**config.mk**
```make
export PLATFORM = sky130hd
export DESIGN_NAME = cond_logic
export DESIGN_NICKNAME = d
export VERILOG_FILES = /design/src/rtl/cond_logic.sv
export SDC_FILE = /design/constraint.sdc
export NUM_CORES = 1
export LEC_CHECK = 0
export BUFFER_PORTS_ARGS = -buffer_cell sky130_fd_sc_hd__buf_2
export CORE_ASPECT_RATIO = 0.7
export CORE_UTILIZATION = 40
export CTS_CLUSTER_SIZE = 40
export DETAILED_ROUTE_END_ITERATION = 10
export GPL_TIMING_DRIVEN = 0
export PLACE_DENSITY = 0.72
export RECOVER_POWER = 100
export SKIP_LAST_GASP = 1
export SLEW_MARGIN = 20
export SYNTH_ARGS = -nofsm -noshare
export SYNTH_HDL_FRONTEND = slang
export SYNTH_SLANG_ARGS = --single-unit
```
**constraint.sdc**
```tcl
create_clock -name clk -period 2.4 [get_ports clk]
set_input_delay 0.12 -clock clk [delete_from_list [all_inputs] [get_ports clk]]
set_output_delay 0.12 -clock clk [all_outputs]
set_load 0.02 [all_outputs]
```
**src/rtl/cond_logic.sv**
```systemverilog
// Conditional-execution unit: evaluates the instruction condition field against
// the architectural NZCV flags, qualifies control requests and counts squashes.
module cond_logic (
   input  logic        clk,
   input  logic        rst,
   input  logic        en,
   input  logic [3:0]  Cond,
   input  logic [1:0]  PCS,
   input  logic        RegW,
   input  logic        MemW,
   input  logic [1:0]  FlagW,
   input  logic        NoWrite,
   input  logic [3:0]  ALUFlags,
   output logic [1:0]  PCSrc,
   output logic        RegWrite,
   output logic        MemWrite,
   output logic        N,
   output logic        Z,
   output logic        C,
   output logic        V,
   output logic        CondEx,
   output logic [15:0] SkipCount
);

   logic [3:0]  flags_r;
   logic [3:0]  flags_eff_s;
   logic        exec_s;
   logic [15:0] skip_r;

   function automatic logic cond_pass(input logic [3:0] cond, input logic [3:0] nzcv);
      logic n, z, c, v;
      logic pass;
      {n, z, c, v} = nzcv;
      case (cond)
         4'b0000: pass = z;
         4'b0001: pass = ~z;
         4'b0010: pass = c;
         4'b0011: pass = ~c;
         4'b0100: pass = n;
         4'b0101: pass = ~n;
         4'b0110: pass = v;
         4'b0111: pass = ~v;
         4'b1000: pass = c & ~z;
         4'b1001: pass = ~c | z;
         4'b1010: pass = (n == v);
         4'b1011: pass = (n != v);
         4'b1100: pass = ~z & (n == v);
         4'b1101: pass = z | (n != v);
         4'b1110: pass = 1'b1;
         default: pass = 1'b0;
      endcase
      return pass;
   endfunction

   // While reset is held the condition sees the flags it is about to be cleared to.
   always_comb begin
      flags_eff_s = flags_r;
      if (rst) begin
         flags_eff_s = 4'b0000;
      end else begin
         flags_eff_s = flags_r;
      end
   end

   // Condition evaluation and qualification of the control requests.
   always_comb begin
      CondEx   = cond_pass(Cond, flags_eff_s);
      exec_s   = en & CondEx;
      PCSrc    = 2'b00;
      if (exec_s) begin
         PCSrc = PCS;
      end else begin
         PCSrc = 2'b00;
      end
      RegWrite = RegW & exec_s & ~NoWrite;
      MemWrite = MemW & exec_s;
   end

   // Flag register: N,Z and C,V groups load independently on executed instructions.
   always_ff @(posedge clk) begin
      if (rst) begin
         flags_r <= 4'b0000;
      end else begin
         if (exec_s && FlagW[1]) begin
            flags_r[3:2] <= ALUFlags[3:2];
         end else begin
            flags_r[3:2] <= flags_r[3:2];
         end
         if (exec_s && FlagW[0]) begin
            flags_r[1:0] <= ALUFlags[1:0];
         end else begin
            flags_r[1:0] <= flags_r[1:0];
         end
      end
   end

   // Saturating count of valid instructions whose condition failed.
   always_ff @(posedge clk) begin
      if (rst) begin
         skip_r <= 16'h0000;
      end else if (en && !CondEx && (skip_r != 16'hFFFF)) begin
         skip_r <= skip_r + 16'd1;
      end else begin
         skip_r <= skip_r;
      end
   end

   assign {N, Z, C, V} = flags_r;
   assign SkipCount    = skip_r;

endmodule

```
==> impl_metrics.env <==
export IMPL_setup_viol=0
export IMPL_dp_cells=234
export IMPL_outcome="completed"
export IMPL_syn_area_mm2=0.00124
export IMPL_hp_class="input port to flop"
export IMPL_final_hold_violation_count=0
export IMPL_grt_pass1_vias=1222
export IMPL_insertion_delay_ns=0.27
export IMPL_antenna_cells=0
export IMPL_io_pins=43
export IMPL_slowest_stage="dfxtp_4"
export IMPL_final_util=0.557
export IMPL_die_h_um=48.6
export IMPL_synth_compound_area_frac=0.192
export IMPL_die_area_mm2=0.00333
export IMPL_grt_max_degree=20
export IMPL_antenna_found_initial=0
export IMPL_hpwl_mm=2.65
export IMPL_ys_warn_count=0
export IMPL_synthSimpleGateAreaFrac=0.312
export IMPL_gp_congestion=0.855
export IMPL_synth_nets=176
export IMPL_synth_distinct_cells=43
export IMPL_cts_max_path_buffers=2
export IMPL_maxSlewViolCount=0
export IMPL_min_to="flags_r[0]"
export IMPL_gr_total_overflow=0
export IMPL_power_mw=0.822
export IMPL_dieWidth_um=68.5
export IMPL_post_synth_top_area_cell="dfxtp_1"
export IMPL_r2r_start="flags_r[0]"
export IMPL_place_area_mm2=0.00149
export IMPL_h_tree_depth=1
export IMPL_cp_cell_sequence="xnor2_4 -> nor3_2 -> a221oi_2 -> xor2_1 -> a311o_1 -> buf_6 -> buf_6 -> and3_1 -> buf_2"
export IMPL_initial_core_util=0.433
export IMPL_synth_xor_area_frac=0.0141
export IMPL_stdcell_count=238
export IMPL_path_class="flop to primary output"
export IMPL_vias_per_cell=5.87
export IMPL_synth_top_family_by_area="simple AND/OR/NAND/NOR gates"
export IMPL_fin_skew_ns=0.00215
export IMPL_fin_area_mm2=0.00159
export IMPL_async_flop_share=0
export IMPL_synth_top_area_share=0.323
export IMPL_drt_iter0_drc=100
export IMPL_cp_data_arrival_time_ns=2.19
export IMPL_setup_ws_ns=0.0944
export IMPL_p_per_area_mw_per_mm2=516
export IMPL_numClockSinks=20
export IMPL_netlist_top_cells_area="dfxtp_1, nand2_1, mux2_2"
export IMPL_start_kind="flop"
export IMPL_p_leak_nw=0.600
export IMPL_synth_edf_count=0
export IMPL_ys_ff_latch=20
export IMPL_fillers=271
export IMPL_tightest_slew_ns=0.498
export IMPL_period_share=0.961
export IMPL_io_buffers=41
export IMPL_setup_worst_path_end_class="primary output"
export IMPL_area_growth_pct=28.6
export IMPL_row_count=16
export IMPL_r2r_setup_slack_ns=0.13
export IMPL_synth_cells=157
export IMPL_ys_top_cells_by_count="nand2_1, dfxtp_1, nor2_1, a21oi_1"
export IMPL_layout_nets=222
export IMPL_cts_buffers=3
export IMPL_max_freq_mhz=434
export IMPL_hp_start="ALUFlags[0]"
export IMPL_grt_pass1_wl_mm=5.74
export IMPL_maxCapViolations=0
export IMPL_drc=0
export IMPL_wl_mm=3.54
export IMPL_synth_most_common_cell="nand2_1"
export IMPL_dp_slack_ns=-0.113
export IMPL_path_common_cell="buf_6"
export IMPL_ir_worst_vdd_v=0.000373
export IMPL_rr_worst_depth=8
export IMPL_coreArea_mm2=0.00286
export IMPL_grt_usage=0.228
export IMPL_worstPathRequired_ns=2.28
export IMPL_clk_root_buffer_cell="clkbuf_8"
export IMPL_fin_crit_ns=2.31
export IMPL_rr_endpoint="SkipCount[10]"
export IMPL_cts_clk_slew_worst_paths_ns=0.08
export IMPL_ant_nets=0
export IMPL_cts_tree="built"
export IMPL_vias=1396
export IMPL_yosys_most_used_dff="dfxtp_1"
export IMPL_avgSynthCellArea_um2=7.90
export IMPL_hold_buffers=0
export IMPL_dr_pass1_iters=5
export IMPL_routed_wire_length_per_instance_um=14.9
export IMPL_synthAdderAreaFrac=0.0101
export IMPL_drive_gt1_frac=0.238
export IMPL_cp_slowest_stage_delay_ns=0.38
export IMPL_worstPathMaxFanout=19
export IMPL_yosysSeqAreaShare=0.323
export IMPL_relSlewSlack=0.668
export IMPL_muxShareOfSynthArea=0.0858
export IMPL_whs_path_depth=3
==> power by group <==
part | leakage [nW] | switching (mW) | internal, mW
Combinational | 0.401 | 0.0835 | 0.0516
Sequential | 0.163 | 0.00834 | 0.336
Clock | 0.0357 | 0.120 | 0.223
==> final cells by class <==
type,count,area [µm²],share of cell area
Buffer,9,51.3,0.0322
Clock buffer,3,41.3,0.0259
Clock inverter,1,30.0,0.0188
Inverter,6,22.5,0.0141
Multi-Input combinational cell,121,806,0.505
Sequential cell,20,408,0.256
Tap cell,36,45.0,0.0283
Timing Repair Buffer,42,190,0.119
==> layer usage <==
layer	up-vias	track usage	routed length, µm	share of wire
met4	0	0.0313	21	0.0059
met5	-	0	0	0
met3	5	0.0566	217	0.061
met1	671	0.322	1570	0.44
met2	45	0.355	1730	0.49
li1	675	-	-	-
==> critical path: cells and delay by family (launching register included) <==
family / cells / cell delay, ns
compound gates: 2 / 0.57
simple gates: 2 / 0.24
flops: 1 / 0.38
xor+xnor: 2 / 0.29
buf+inv: 3 / 0.45
==> sequential cells by signal, indices dropped and copies added (netlist names) <==
name and flops:
SkipCount 16, flags_r 4
==> repair_timing <==
action	CTS	global route
gates resized for setup	6	7
endpoints found under the setup margin	8	16
buffers inserted	0	1
pin swaps	0	6
==> cells by family after synthesis <==
logic type	after synthesis
buffers and inverters	16
multiplexers	10
XOR/XNOR	2
flip-flops	20
adder cells (fa/ha/maj)	1
AO/OA/AOI/OAI	34
AND/OR/NAND/NOR	74
==> worst max path at each step <==
| stage | start | endpoint | slack (ns) | cells after the start |
|---|---|---|---|---|
| final | flags_r[0] | PCSrc[1] | 0.09 | 9 |
| after global routing | SkipCount[3] | SkipCount[10] | -0.02 | 8 |
| after CTS | SkipCount[3] | SkipCount[10] | 0.02 | 8 |
| after detailed placement | flags_r[3] | SkipCount[15] | -0.11 | 9 |
| after global placement | SkipCount[3] | SkipCount[6] | -0.008 | 8 |
| after floorplan | flags_r[3] | SkipCount[10] | 0.06 | 8 |
==> metrics by stage <==
stage               TNS (ns)  hold slack, ns
global route         -0.0402          0.0839
detailed placement    -0.279           0.374
floorplan                  0           0.259
finish                     0          0.0796
CTS                        0          0.0783
global placement    -0.00778           0.371
==> cells in the final DEF, fill, tap and decap left out, types with 5 or more instances in the layout <==
master    synthesis  routed
mux2_2            5       5
nor2_1           11      10
nand2_1          23      21
nand3_1           6       6
o21ai_0           7       7
clkbuf_1          5      23
mux2i_1           5       5
a21oi_1           9       9
inv_1             6       6
dfxtp_1          20      18
buf_2             2      24
or3_1             7       7
or4_1             5       5
Note: power is estimated with default switching activity, not from simulation.
